--- src/rtl/axi4l_pkg.sv ---
// AXI4-Lite channel field types and response codes shared by masters and slaves.
package axi4l_pkg;
   typedef logic [31:0] addr_t;
   typedef logic [31:0] data_t;
   typedef logic [3:0]  strb_t;
   typedef logic [1:0]  resp_t;

   localparam resp_t RESP_OKAY   = 2'b00;
   localparam resp_t RESP_EXOKAY = 2'b01;
   localparam resp_t RESP_SLVERR = 2'b10;
   localparam resp_t RESP_DECERR = 2'b11;
endpackage

--- src/rtl/axi4l_if.sv ---
// AXI4-Lite bundle: AW/W/B/AR/R channels with master and slave views.
interface axi4l_if
   import axi4l_pkg::*;
(
   input logic aclk,
   input logic aresetn
);
   logic       awvalid;
   logic       awready;
   addr_t      awaddr;
   logic [2:0] awprot;
   logic       wvalid;
   logic       wready;
   data_t      wdata;
   strb_t      wstrb;
   logic       bvalid;
   logic       bready;
   resp_t      bresp;
   logic       arvalid;
   logic       arready;
   addr_t      araddr;
   logic [2:0] arprot;
   logic       rvalid;
   logic       rready;
   data_t      rdata;
   resp_t      rresp;

   modport master (
      input  aclk, aresetn, awready, wready, bvalid, bresp, arready, rvalid, rdata, rresp,
      output awvalid, awaddr, awprot, wvalid, wdata, wstrb, bready, arvalid, araddr, arprot, rready
   );

   modport slave (
      input  aclk, aresetn, awvalid, awaddr, awprot, wvalid, wdata, wstrb, bready, arvalid, araddr,
             arprot, rready,
      output awready, wready, bvalid, bresp, arready, rvalid, rdata, rresp
   );
endinterface

--- src/rtl/obi_axi4l_master.sv ---
// Ibex data-port (req/gnt/rvalid) to AXI4-Lite master bridge, one transaction in flight.
// AXI error responses surface as data_err alongside the data_rvalid pulse.
module obi_axi4l_master #(
   parameter logic [2:0] PROT = 3'b000
) (
   input  logic        aclk,
   input  logic        aresetn,
   input  logic        data_req,
   output logic        data_gnt,
   input  logic        data_we,
   input  logic [3:0]  data_be,
   input  logic [31:0] data_addr,
   input  logic [31:0] data_wdata,
   output logic        data_rvalid,
   output logic [31:0] data_rdata,
   output logic        data_err,
   axi4l_if.master     axi
);
   import axi4l_pkg::*;

   typedef enum logic [2:0] {IDLE, WR, WR_B, RD, RD_R} state_t;

   state_t state_q, state_d;
   addr_t  addr_q, addr_d;
   data_t  wdata_q, wdata_d;
   strb_t  be_q, be_d;
   logic   awvalid_q, awvalid_d;
   logic   wvalid_q, wvalid_d;
   logic   arvalid_q, arvalid_d;
   logic   bready_q, rready_q;
   logic   rvalid_q, rvalid_d;
   logic   err_q, err_d;
   data_t  rdata_q, rdata_d;

   assign data_gnt = data_req && (state_q == IDLE);

   always_comb begin
      state_d   = state_q;
      addr_d    = addr_q;
      wdata_d   = wdata_q;
      be_d      = be_q;
      awvalid_d = awvalid_q;
      wvalid_d  = wvalid_q;
      arvalid_d = arvalid_q;
      rvalid_d  = 1'b0;
      err_d     = err_q;
      rdata_d   = rdata_q;
      case (state_q)
         IDLE: begin
            if (data_req) begin
               addr_d  = data_addr;
               wdata_d = data_wdata;
               be_d    = data_be;
               if (data_we) begin
                  state_d   = WR;
                  awvalid_d = 1'b1;
                  wvalid_d  = 1'b1;
               end else begin
                  state_d   = RD;
                  arvalid_d = 1'b1;
               end
            end
         end
         WR: begin
            // AW and W retire independently; leave only when both valids have dropped
            if (awvalid_q && axi.awready) awvalid_d = 1'b0;
            if (wvalid_q && axi.wready)   wvalid_d  = 1'b0;
            if (!awvalid_d && !wvalid_d)  state_d   = WR_B;
         end
         WR_B: begin
            if (axi.bvalid) begin
               rvalid_d = 1'b1;
               err_d    = (axi.bresp != RESP_OKAY);
               rdata_d  = '0;
               state_d  = IDLE;
            end
         end
         RD: begin
            if (arvalid_q && axi.arready) begin
               arvalid_d = 1'b0;
               state_d   = RD_R;
            end
         end
         RD_R: begin
            if (axi.rvalid) begin
               rvalid_d = 1'b1;
               err_d    = (axi.rresp != RESP_OKAY);
               rdata_d  = axi.rdata;
               state_d  = IDLE;
            end
         end
         default: state_d = IDLE;
      endcase
   end

   always_ff @(posedge aclk or negedge aresetn) begin
      if (!aresetn) begin
         state_q   <= IDLE;
         addr_q    <= '0;
         wdata_q   <= '0;
         be_q      <= '0;
         awvalid_q <= 1'b0;
         wvalid_q  <= 1'b0;
         arvalid_q <= 1'b0;
         bready_q  <= 1'b0;
         rready_q  <= 1'b0;
         rvalid_q  <= 1'b0;
         err_q     <= 1'b0;
         rdata_q   <= '0;
      end else begin
         state_q   <= state_d;
         addr_q    <= addr_d;
         wdata_q   <= wdata_d;
         be_q      <= be_d;
         awvalid_q <= awvalid_d;
         wvalid_q  <= wvalid_d;
         arvalid_q <= arvalid_d;
         // ready lines are registered decodes of the state being entered
         bready_q  <= (state_d == WR_B);
         rready_q  <= (state_d == RD_R);
         rvalid_q  <= rvalid_d;
         err_q     <= err_d;
         rdata_q   <= rdata_d;
      end
   end

   assign axi.awvalid = awvalid_q;
   assign axi.awaddr  = addr_q;
   assign axi.awprot  = PROT;
   assign axi.wvalid  = wvalid_q;
   assign axi.wdata   = wdata_q;
   assign axi.wstrb   = be_q;
   assign axi.bready  = bready_q;
   assign axi.arvalid = arvalid_q;
   assign axi.araddr  = addr_q;
   assign axi.arprot  = PROT;
   assign axi.rready  = rready_q;

   assign data_rvalid = rvalid_q;
   assign data_err    = err_q;
   assign data_rdata  = rdata_q;
endmodule

--- src/flat_wrapper.sv ---
// flat-port wrapper written by rule: the top's interface ports become plain ports
module obi_axi4l_master_flat import axi4l_pkg::*;
#(
   parameter logic [2:0] PROT = 3'b000
)
  (aclk, aresetn, data_req, data_gnt, data_we, data_be, data_addr, data_wdata, data_rvalid, data_rdata, data_err, axi_awready, axi_wready, axi_bvalid, axi_bresp, axi_arready, axi_rvalid, axi_rdata, axi_rresp, axi_awvalid, axi_awaddr, axi_awprot, axi_wvalid, axi_wdata, axi_wstrb, axi_bready, axi_arvalid, axi_araddr, axi_arprot, axi_rready);
  axi4l_if axi_i (.aclk(aclk), .aresetn(aresetn));
  input  logic aclk;
  input  logic aresetn;
  input  logic data_req;
  output logic data_gnt;
  input  logic data_we;
  input  logic [3:0] data_be;
  input  logic [31:0] data_addr;
  input  logic [31:0] data_wdata;
  output logic data_rvalid;
  output logic [31:0] data_rdata;
  output logic data_err;
  input wire logic [$bits(axi_i.awready)-1:0] axi_awready;
  input wire logic [$bits(axi_i.wready)-1:0] axi_wready;
  input wire logic [$bits(axi_i.bvalid)-1:0] axi_bvalid;
  input wire logic [$bits(axi_i.bresp)-1:0] axi_bresp;
  input wire logic [$bits(axi_i.arready)-1:0] axi_arready;
  input wire logic [$bits(axi_i.rvalid)-1:0] axi_rvalid;
  input wire logic [$bits(axi_i.rdata)-1:0] axi_rdata;
  input wire logic [$bits(axi_i.rresp)-1:0] axi_rresp;
  output wire logic [$bits(axi_i.awvalid)-1:0] axi_awvalid;
  output wire logic [$bits(axi_i.awaddr)-1:0] axi_awaddr;
  output wire logic [$bits(axi_i.awprot)-1:0] axi_awprot;
  output wire logic [$bits(axi_i.wvalid)-1:0] axi_wvalid;
  output wire logic [$bits(axi_i.wdata)-1:0] axi_wdata;
  output wire logic [$bits(axi_i.wstrb)-1:0] axi_wstrb;
  output wire logic [$bits(axi_i.bready)-1:0] axi_bready;
  output wire logic [$bits(axi_i.arvalid)-1:0] axi_arvalid;
  output wire logic [$bits(axi_i.araddr)-1:0] axi_araddr;
  output wire logic [$bits(axi_i.arprot)-1:0] axi_arprot;
  output wire logic [$bits(axi_i.rready)-1:0] axi_rready;
  assign axi_i.awready = axi_awready;
  assign axi_i.wready = axi_wready;
  assign axi_i.bvalid = axi_bvalid;
  assign axi_i.bresp = axi_bresp;
  assign axi_i.arready = axi_arready;
  assign axi_i.rvalid = axi_rvalid;
  assign axi_i.rdata = axi_rdata;
  assign axi_i.rresp = axi_rresp;
  assign axi_awvalid = axi_i.awvalid;
  assign axi_awaddr = axi_i.awaddr;
  assign axi_awprot = axi_i.awprot;
  assign axi_wvalid = axi_i.wvalid;
  assign axi_wdata = axi_i.wdata;
  assign axi_wstrb = axi_i.wstrb;
  assign axi_bready = axi_i.bready;
  assign axi_arvalid = axi_i.arvalid;
  assign axi_araddr = axi_i.araddr;
  assign axi_arprot = axi_i.arprot;
  assign axi_rready = axi_i.rready;
  obi_axi4l_master #(.PROT(PROT)) u_core (.aclk(aclk), .aresetn(aresetn), .data_req(data_req), .data_gnt(data_gnt), .data_we(data_we), .data_be(data_be), .data_addr(data_addr), .data_wdata(data_wdata), .data_rvalid(data_rvalid), .data_rdata(data_rdata), .data_err(data_err), .axi(axi_i));
endmodule
--- config.mk ---
export PLATFORM = sky130hd
export DESIGN_NAME = obi_axi4l_master_flat
export DESIGN_NICKNAME = d
export VERILOG_FILES = /design/src/rtl/axi4l_pkg.sv /design/src/rtl/axi4l_if.sv /design/src/rtl/obi_axi4l_master.sv /design/src/flat_wrapper.sv
export SDC_FILE = /design/constraint.sdc
export NUM_CORES = 1
export LEC_CHECK = 0
export ABC_CLOCK_PERIOD_IN_PS = 1690
export BUFFER_PORTS_ARGS = -buffer_cell sky130_fd_sc_hd__buf_4
export CORE_MARGIN = 5
export CORE_UTILIZATION = 44
export CTS_CLUSTER_SIZE = 14
export DETAILED_ROUTE_END_ITERATION = 7
export PLACE_DENSITY = 0.87
export SETUP_SLACK_MARGIN = 0.3
export SYNTH_ARGS = -nofsm -noshare
export SYNTH_HDL_FRONTEND = slang
export SYNTH_SLANG_ARGS = --single-unit
--- constraint.sdc ---
create_clock -name aclk -period 1.69 [get_ports aclk]
set_input_delay 0.0845 -clock aclk [delete_from_list [all_inputs] [get_ports aclk]]
set_output_delay 0.0845 -clock aclk [all_outputs]
set_load 0.03 [all_outputs]
==> summary.txt, run 1 <==
Status
  • Outcome: complete, no violations

CTS
  • Bufs on Longest Clock Path: 2
  • Clock latency on the worst-skew pair: 0.36 ns
  • CTS root buf: clkbuf_8
  • CTS Buf Count: 9
  • Number of H-tree levels: 3
  • Clock tree from TritonCTS: yes
  • Clock Sink Count: 110
  • Clock slew at the register clock pins of the worst setup and hold paths: 0.10 ns

Synthesis
  • Sequential fraction of the synthesis area: 0.6145
  • Yosys warning count: 0
  • Cell variety after synth: 28
  • Area contributors post-synth: dfrtp_1 (61%), mux2_2 (15%), buf_4 (6.4%), a22o_1 (6.3%), buf_6 (3.5%)
  • Summed instance area of the synthesized netlist: 0.004479 mm^2
  • Synth Area per Inst: 14.98 um^2
  • Area fraction of the dominant cell type after synthesis: 0.6145
  • Post-synthesis instance total: 299
  • Flops & latches, synth: 110
  • Cell type with the highest aggregate area in the netlist: dfrtp_1

GRT
  • Via count of the first global-routing pass: 4,238
  • Global Route Usage Sum: 0.2354
  • Global-route wire length before repair: 23,000 um
  • Largest net degree at the start of global routing: 111
  • Remaining global-route overflow: 0
  • Number of antenna violations at the first check in global routing: 3

Critical path
  • Top cell family by delay on the critical path: compound AO/OA/AOI/OAI gates
  • Kind of capture point of the worst setup path: register
  • Series of cell instances along the critical path: buf_6 > nand3b_1 > a21o_4 > clkbuf_16 > a22o_1
  • Req. time, crit path: 1.95 ns
  • R2R cell count: 5
  • Critical Path Sink: u_core.data_rdata[0]
  • Launching instance or port of the critical path: u_core.state_q[1]
  • Capturing point of the worst reg2reg path: u_core.data_rdata[0]
  • Setup slack of the worst register-to-register path: 0.14 ns
  • Kind of critical path: reg -> reg
  • Critical path arrival: 1.80 ns
  • Delay of the slowest critical-path stage: 0.44 ns
  • Reg-to-reg critical path startpoint: u_core.state_q[1]
  • Sum of buffers and inverters on the critical path: 2
  • Crit-path max FO: 9
  • Worst path depth: 5
  • Critical Path Source Type: register
  • Critical Path Slowest Stage Cell: dfrtp_2

STA
  • Clock Skew: 0.01230 ns
  • Number of hold-slack violations in the final timing report: 0
  • Shortest clock period the worst path allows after layout: 1.548 ns
  • Setup slack after layout: 0.1422 ns
  • Setup repair after global routing missed its margin: true
  • TNS Setup: 0 ns
  • Relative slew slack: 0.6129
  • Worst hold slack: 0.06603 ns
  • Worst Max-Slew Pin Slew: 0.5807 ns
  • Final Max Slew Viols: 0
  • Upper clock frequency limit: 0.6461 GHz
  • Finish-stage setup viols: 0
  • Ratio of final minimum period to clock period: 0.9159

Final layout
  • Number of nets in the layout: 765
  • Fill cell total of the finished layout: 517
  • Number of standard cells in the final layout excluding fillers: 793
  • Finished Cell Area: 0.007965 mm^2
  • Commonest cells after routing, fill and taps aside: buf_4 (262), dfrtp_1 (107), dlygate4sd3_1 (106)
  • Fraction of final layout cells sized beyond drive strength 1: 0.5662
  • Area growth from synthesis to layout: 77.82%
  • Most common cell after layout, fill and taps aside: buf_4
  • Core Util, Final: 0.8075

Pwr
  • Worst supply voltage drop on vdd: 0.001416 V
  • Total power divided by cell area: 1901 mW/mm^2
  • Switching power summed over all nets: 6.745 mW
  • Total chip power: 15.14 mW
  • Portion of total power attributed to the clock network: 0.095
  • Net Sw Frac: 0.4455
  • Relative contribution of combinational cells to total power: 0.601
  • Share of power burned in registers: 0.304
  • Total internal power: 8.395 mW
  • Leakage component of the power: 3.952 nW

Drt
  • Iter 0 DRT Violations: 183
  • Via density per instance: 4.890
  • Routed wire length per instance: 20.23 um
  • Final Routed Wirelength: 16,040 um
  • Post-route antenna net violation count: 0
  • Total number of vias: 3,878
  • DRC errors left: 0
  • Number of detailed-routing iterations run before antenna repair: 4

Min path
  • Path category of the worst min-delay check: in -> reg

Placed design
  • Count of input and output buffers: 252
  • Cell Area, Placed: 0.006243 mm^2
  • Post-detailed-placement half-perimeter wirelength: 8858 um
  • Placement-stage worst setup slack: 0.1412 ns
  • GP Congestion: 0.7904
  • Cell count after placement: 643

Die
  • Width of the chip: 110.9 um
  • Std-Cell Rows: 36
  • Number of placed I/O pins: 259
  • Die H: 110.9 um
  • Initial standard-cell utilization of the core: 0.4541
  • Die footprint: 0.01230 mm^2
  • Core area: 0.009864 mm^2

Job
  • Count of maximum capacitance violations: 0
power by group through the flow:
| stage | clock (mW) | sequential, mW | combinational, mW |
|---|---|---|---|
| 3_3_place_gp | 0 | 4.50 | 7.66 |
| 5_1_grt | 1.56 | 4.73 | 9.45 |
| 2_1_floorplan | 0 | 6.61 | 3.19 |
| 6_report | 1.43 | 4.60 | 9.10 |
| 4_1_cts | 1.45 | 4.51 | 8.20 |
| 3_5_place_dp | 0 | 4.57 | 7.81 |
layout make-up:
type	count	area, um^2	share of cell area
Antenna cell	3	7.507	0.0009425
Clock buffer	12	145.1	0.01822
Clock inverter	4	22.52	0.002828
Inverter	3	23.77	0.002985
Multi-Input combinational cell	138	1416	0.1778
Sequential cell	110	2756	0.3461
Tap cell	133	166.4	0.02089
Timing Repair Buffer	389	3418	0.4292
Timing Repair inverter	1	8.758	0.001100
synth_stat cells:
master and count:
a21o_1 1, a21oi_1 4, a22o_1 32, and2_1 1, buf_2 1, buf_4 38, buf_6 14, conb_1 1
dfrtp_1 110, inv_1 2, inv_2 1, mux2_1 9, mux2_2 60, mux2i_1 1, nand2_1 3, nand2b_1 1
nand3_1 1, nand3b_1 3, nand3b_2 1, nor2_1 2, nor2_2 1, nor2b_1 2, nor3b_2 2, o2111ai_1 1
o21ai_0 3, o22ai_1 2, or3b_1 1, or4b_2 1
worst reg2reg max path, delay by kind of cell, from the launching register on:
kind / cells / cell delay (ns)
AND/OR/NAND/NOR: 1 / 0.17
AO/OA/AOI/OAI: 2 / 0.52
buffers and inverters: 2 / 0.31
flip-flops: 1 / 0.44
worst min-delay path by stage:
stage                     start                   end  slack (ns)  cells past startpoint
floorplan               aresetn  u_core.axi.araddr[0]       -0.21                      0
global placement        aresetn  u_core.axi.araddr[4]        0.20                      2
detailed placement      aresetn   u_core.axi.wdata[1]        0.21                      2
CTS                  axi_bvalid     u_core.axi.bready       0.008                      3
global route        axi_arready    u_core.axi.arvalid        0.06                      4
finish              axi_arready     u_core.axi.rready        0.07                      3
what timing repair did:
item                                    CTS  global route
buffers inserted                          7            10
hold buffers                            105             1
hold endpoints to repair                216             1
endpoints found under the setup margin   98           102
pin swaps                                 2            18
cloned                                    0             8
resized for setup                        10            38
flip-flops by register name, indices dropped and copies added, names as in the netlist:
register and cells:
u_core.data_rdata 32, u_core.state_q 3, u_core.axi.wvalid 1, u_core.axi.arvalid 1
u_core.axi.bready 1, u_core.axi.wdata 32, u_core.axi.rready 1, u_core.data_rvalid 1
u_core.axi.wstrb 4, u_core.axi.araddr 32, u_core.data_err 1, u_core.axi.awvalid 1
routing by layer:
layer	track usage	wire length, um	vias up
li1	-	-	1720
met1	0.2545	5660	1935
met2	0.4341	8896	195
met3	0.06386	1139	28
met4	0.09278	345	0
met5	0	0	-
cells by family (layout without fill, tap and decap cells):
kind of cell	count (synthesis)	in the layout	synth area share
AOI/OAI and AO/OA	43	43	0.07682
buffers and inverters	56	409	0.1025
DFF	110	110	0.6145
muxes	70	70	0.1757
other	1	9	0.0008372
and+or+nand+nor	19	19	0.02961
Note: power is estimated with default switching activity, not from simulation.
==> run 2: changes to the inputs <==
--- a/config.mk
+++ b/config.mk
@@ -6,12 +6,12 @@
 export NUM_CORES = 1
 export LEC_CHECK = 0
 export ABC_CLOCK_PERIOD_IN_PS = 1690
-export BUFFER_PORTS_ARGS = -buffer_cell sky130_fd_sc_hd__buf_4
-export CORE_MARGIN = 5
-export CORE_UTILIZATION = 44
+export CORE_AREA = 5 5 98 100
 export CTS_CLUSTER_SIZE = 14
 export DETAILED_ROUTE_END_ITERATION = 7
-export PLACE_DENSITY = 0.87
+export DIE_AREA = 0 0 103 105
+export DONT_BUFFER_PORTS = 1
+export PLACE_DENSITY = 0.75
 export SETUP_SLACK_MARGIN = 0.3
 export SYNTH_ARGS = -nofsm -noshare
 export SYNTH_HDL_FRONTEND = slang
==> run 2 against run 1 <==
Synthesized area did not move. Synthesized cell count did not move. The run now fails in clock tree synthesis.
==> summary.txt, run 2 <==
Status
  • Outcome: stopped before the end
  • Stage where the run ended: clock tree synthesis
  • First error line in the log: [ERROR RSZ-0060] Max buffer count reached.

CTS
  • Hold buffer count at cts: 101 (-3.8%)
  • CTS Buf Count: 9 (unchanged)
  • CTS root buf: clkbuf_8
  • Number of buffers added for setup after CTS: 6 (-1)
  • Clock Sink Count: 110 (unchanged)
  • Cts repair resizes: 10 (unchanged)
  • Bufs on Longest Clock Path: 2 (unchanged)
  • Number of H-tree levels: 3 (unchanged)

Synthesis
  • Cell type with the highest aggregate area in the netlist: dfrtp_1
  • Cell variety after synth: 28 (unchanged)
  • Synth Flop Type: dfrtp_1
  • Flops & latches, synth: 110 (unchanged)
  • Proportion of register bits with asynchronous set or reset after synthesis: 1.000 (unchanged)
  • Sequential fraction of the synthesis area: 0.6145 (unchanged)
  • Post-synthesis instance total: 299 (unchanged)
  • Post-synth EDFFs: 0 (unchanged)
  • Synth Area per Inst: 14.98 um^2 (unchanged)
  • Area contributors post-synth: dfrtp_1 (61%), mux2_2 (15%), buf_4 (6.4%), a22o_1 (6.3%), buf_6 (3.5%)
  • Summed instance area of the synthesized netlist: 0.004479 mm^2 (unchanged)
  • Cell types with the highest counts after synthesis: dfrtp_1 (110), mux2_2 (60), buf_4 (38), a22o_1 (32), buf_6 (14)
  • Area fraction of the dominant cell type after synthesis: 0.6145 (unchanged)
  • Yosys warning count: 0 (unchanged)
  • Top-count cell post-synth: dfrtp_1

Placed design
  • Cell Area, Placed: 0.004548 mm^2 (-27%)
  • Post-detailed-placement half-perimeter wirelength: 7008 um (-21%)
  • GP Congestion: 0.7380 (-6.6%)
  • Placement-stage worst setup slack: 0.1218 ns (-0.01946 ns)
  • Count of input and output buffers: 0 (-100%)

Die
  • Width of the chip: 103 um (-7.1%)
  • Std-Cell Rows: 34 (-5.6%)
  • Initial standard-cell utilization of the core: 0.5213 (+0.06717)
  • Die H: 105 um (-5.3%)
  • Number of placed I/O pins: 259 (unchanged)
run 2: cell counts after synthesis:
Identical to the previous run, type by type.
run 2: logic make-up after synthesis:
family                 count (synthesis)  synth area share
AO/OA/AOI/OAI                         43           0.07682
buffers and inverters                 56            0.1025
flip-flops                           110            0.6145
multiplexers                          70            0.1757
other                                  1         0.0008372
AND/OR/NAND/NOR                       19           0.02961
run 2: stage by stage:
stage                     hold WS [ns]  cells
after floorplan                -0.2111    304
after global placement         -0.2074    398
after detailed placement       -0.2078    398
==> run 3: changes to the inputs <==
--- a/config.mk
+++ b/config.mk
@@ -6,13 +6,11 @@
 export NUM_CORES = 1
 export LEC_CHECK = 0
 export ABC_CLOCK_PERIOD_IN_PS = 1690
-export CORE_AREA = 5 5 98 100
-export CTS_CLUSTER_SIZE = 14
+export CORE_MARGIN = 5
+export CORE_UTILIZATION = 40
 export DETAILED_ROUTE_END_ITERATION = 7
-export DIE_AREA = 0 0 103 105
 export DONT_BUFFER_PORTS = 1
-export PLACE_DENSITY = 0.75
-export SETUP_SLACK_MARGIN = 0.3
+export PLACE_DENSITY_LB_ADDON = 0.15
 export SYNTH_ARGS = -nofsm -noshare
 export SYNTH_HDL_FRONTEND = slang
 export SYNTH_SLANG_ARGS = --single-unit
==> run 3 against run 2 <==
The run again fails in clock tree synthesis. Synthesized area stayed put. Synthesized cell count is the same.
==> summary.txt, run 3 <==
Status
  • Outcome: stopped before the end
  • Stage where the run ended: clock tree synthesis
  • First error line in the log: [ERROR RSZ-0060] Max buffer count reached.

CTS
  • Hold buffer count at cts: 101 (unchanged)
  • Cts repair resizes: 1 (-9)
  • CTS Buf Count: 9 (unchanged)
  • Number of H-tree levels: 3 (unchanged)
  • CTS root buf: clkbuf_8
  • Number of buffers added for setup after CTS: 0 (-6)
  • Bufs on Longest Clock Path: 2 (unchanged)
  • Clock Sink Count: 110 (unchanged)

Synthesis
  • Cell type with the highest aggregate area in the netlist: dfrtp_1
  • Top-count cell post-synth: dfrtp_1
  • Sequential fraction of the synthesis area: 0.6145 (unchanged)
  • Area fraction of the dominant cell type after synthesis: 0.6145 (unchanged)
  • Cell variety after synth: 28 (unchanged)
  • Flops & latches, synth: 110 (unchanged)
  • Area contributors post-synth: dfrtp_1 (61%), mux2_2 (15%), buf_4 (6.4%), a22o_1 (6.3%), buf_6 (3.5%)
  • Yosys warning count: 0 (unchanged)
  • Summed instance area of the synthesized netlist: 0.004479 mm^2 (unchanged)
  • Post-synth EDFFs: 0 (unchanged)
  • Synth Flop Type: dfrtp_1
  • Cell types with the highest counts after synthesis: dfrtp_1 (110), mux2_2 (60), buf_4 (38), a22o_1 (32), buf_6 (14)
  • Proportion of register bits with asynchronous set or reset after synthesis: 1.000 (unchanged)
  • Synth Area per Inst: 14.98 um^2 (unchanged)
  • Post-synthesis instance total: 299 (unchanged)

Die
  • Initial standard-cell utilization of the core: 0.4114 (-0.1099)
  • Std-Cell Rows: 38 (+12%)
  • Number of placed I/O pins: 259 (unchanged)
  • Die H: 115.8 um (+10%)
  • Width of the chip: 115.8 um (+12%)

Placed design
  • GP Congestion: 0.7178 (-2.7%)
  • Post-detailed-placement half-perimeter wirelength: 7151 um (+2.0%)
  • Count of input and output buffers: 0 (unchanged)
## run 3: cell counts after synthesis
Identical to the previous run, type by type.
## run 3: cells by family after synthesis
| kind of cell | count (synthesis) | share of synthesized area |
|---|---|---|
| flip-flops | 110 | 0.6145 |
| AO/OA/AOI/OAI | 43 | 0.07682 |
| multiplexers | 70 | 0.1757 |
| other | 1 | 0.0008372 |
| AND/OR/NAND/NOR | 19 | 0.02961 |
| buffers and inverters | 56 | 0.1025 |
## run 3: per-stage QoR
| stage | std cells | util | area (um^2) | worst slack [ns] |
|---|---|---|---|---|
| floorplan | 304 | - | 4498 | 0.2042 |
| global placement | 434 | 0.4200 | 4573 | 0.1960 |
| detailed placement | 434 | 0.4200 | 4573 | 0.1506 |
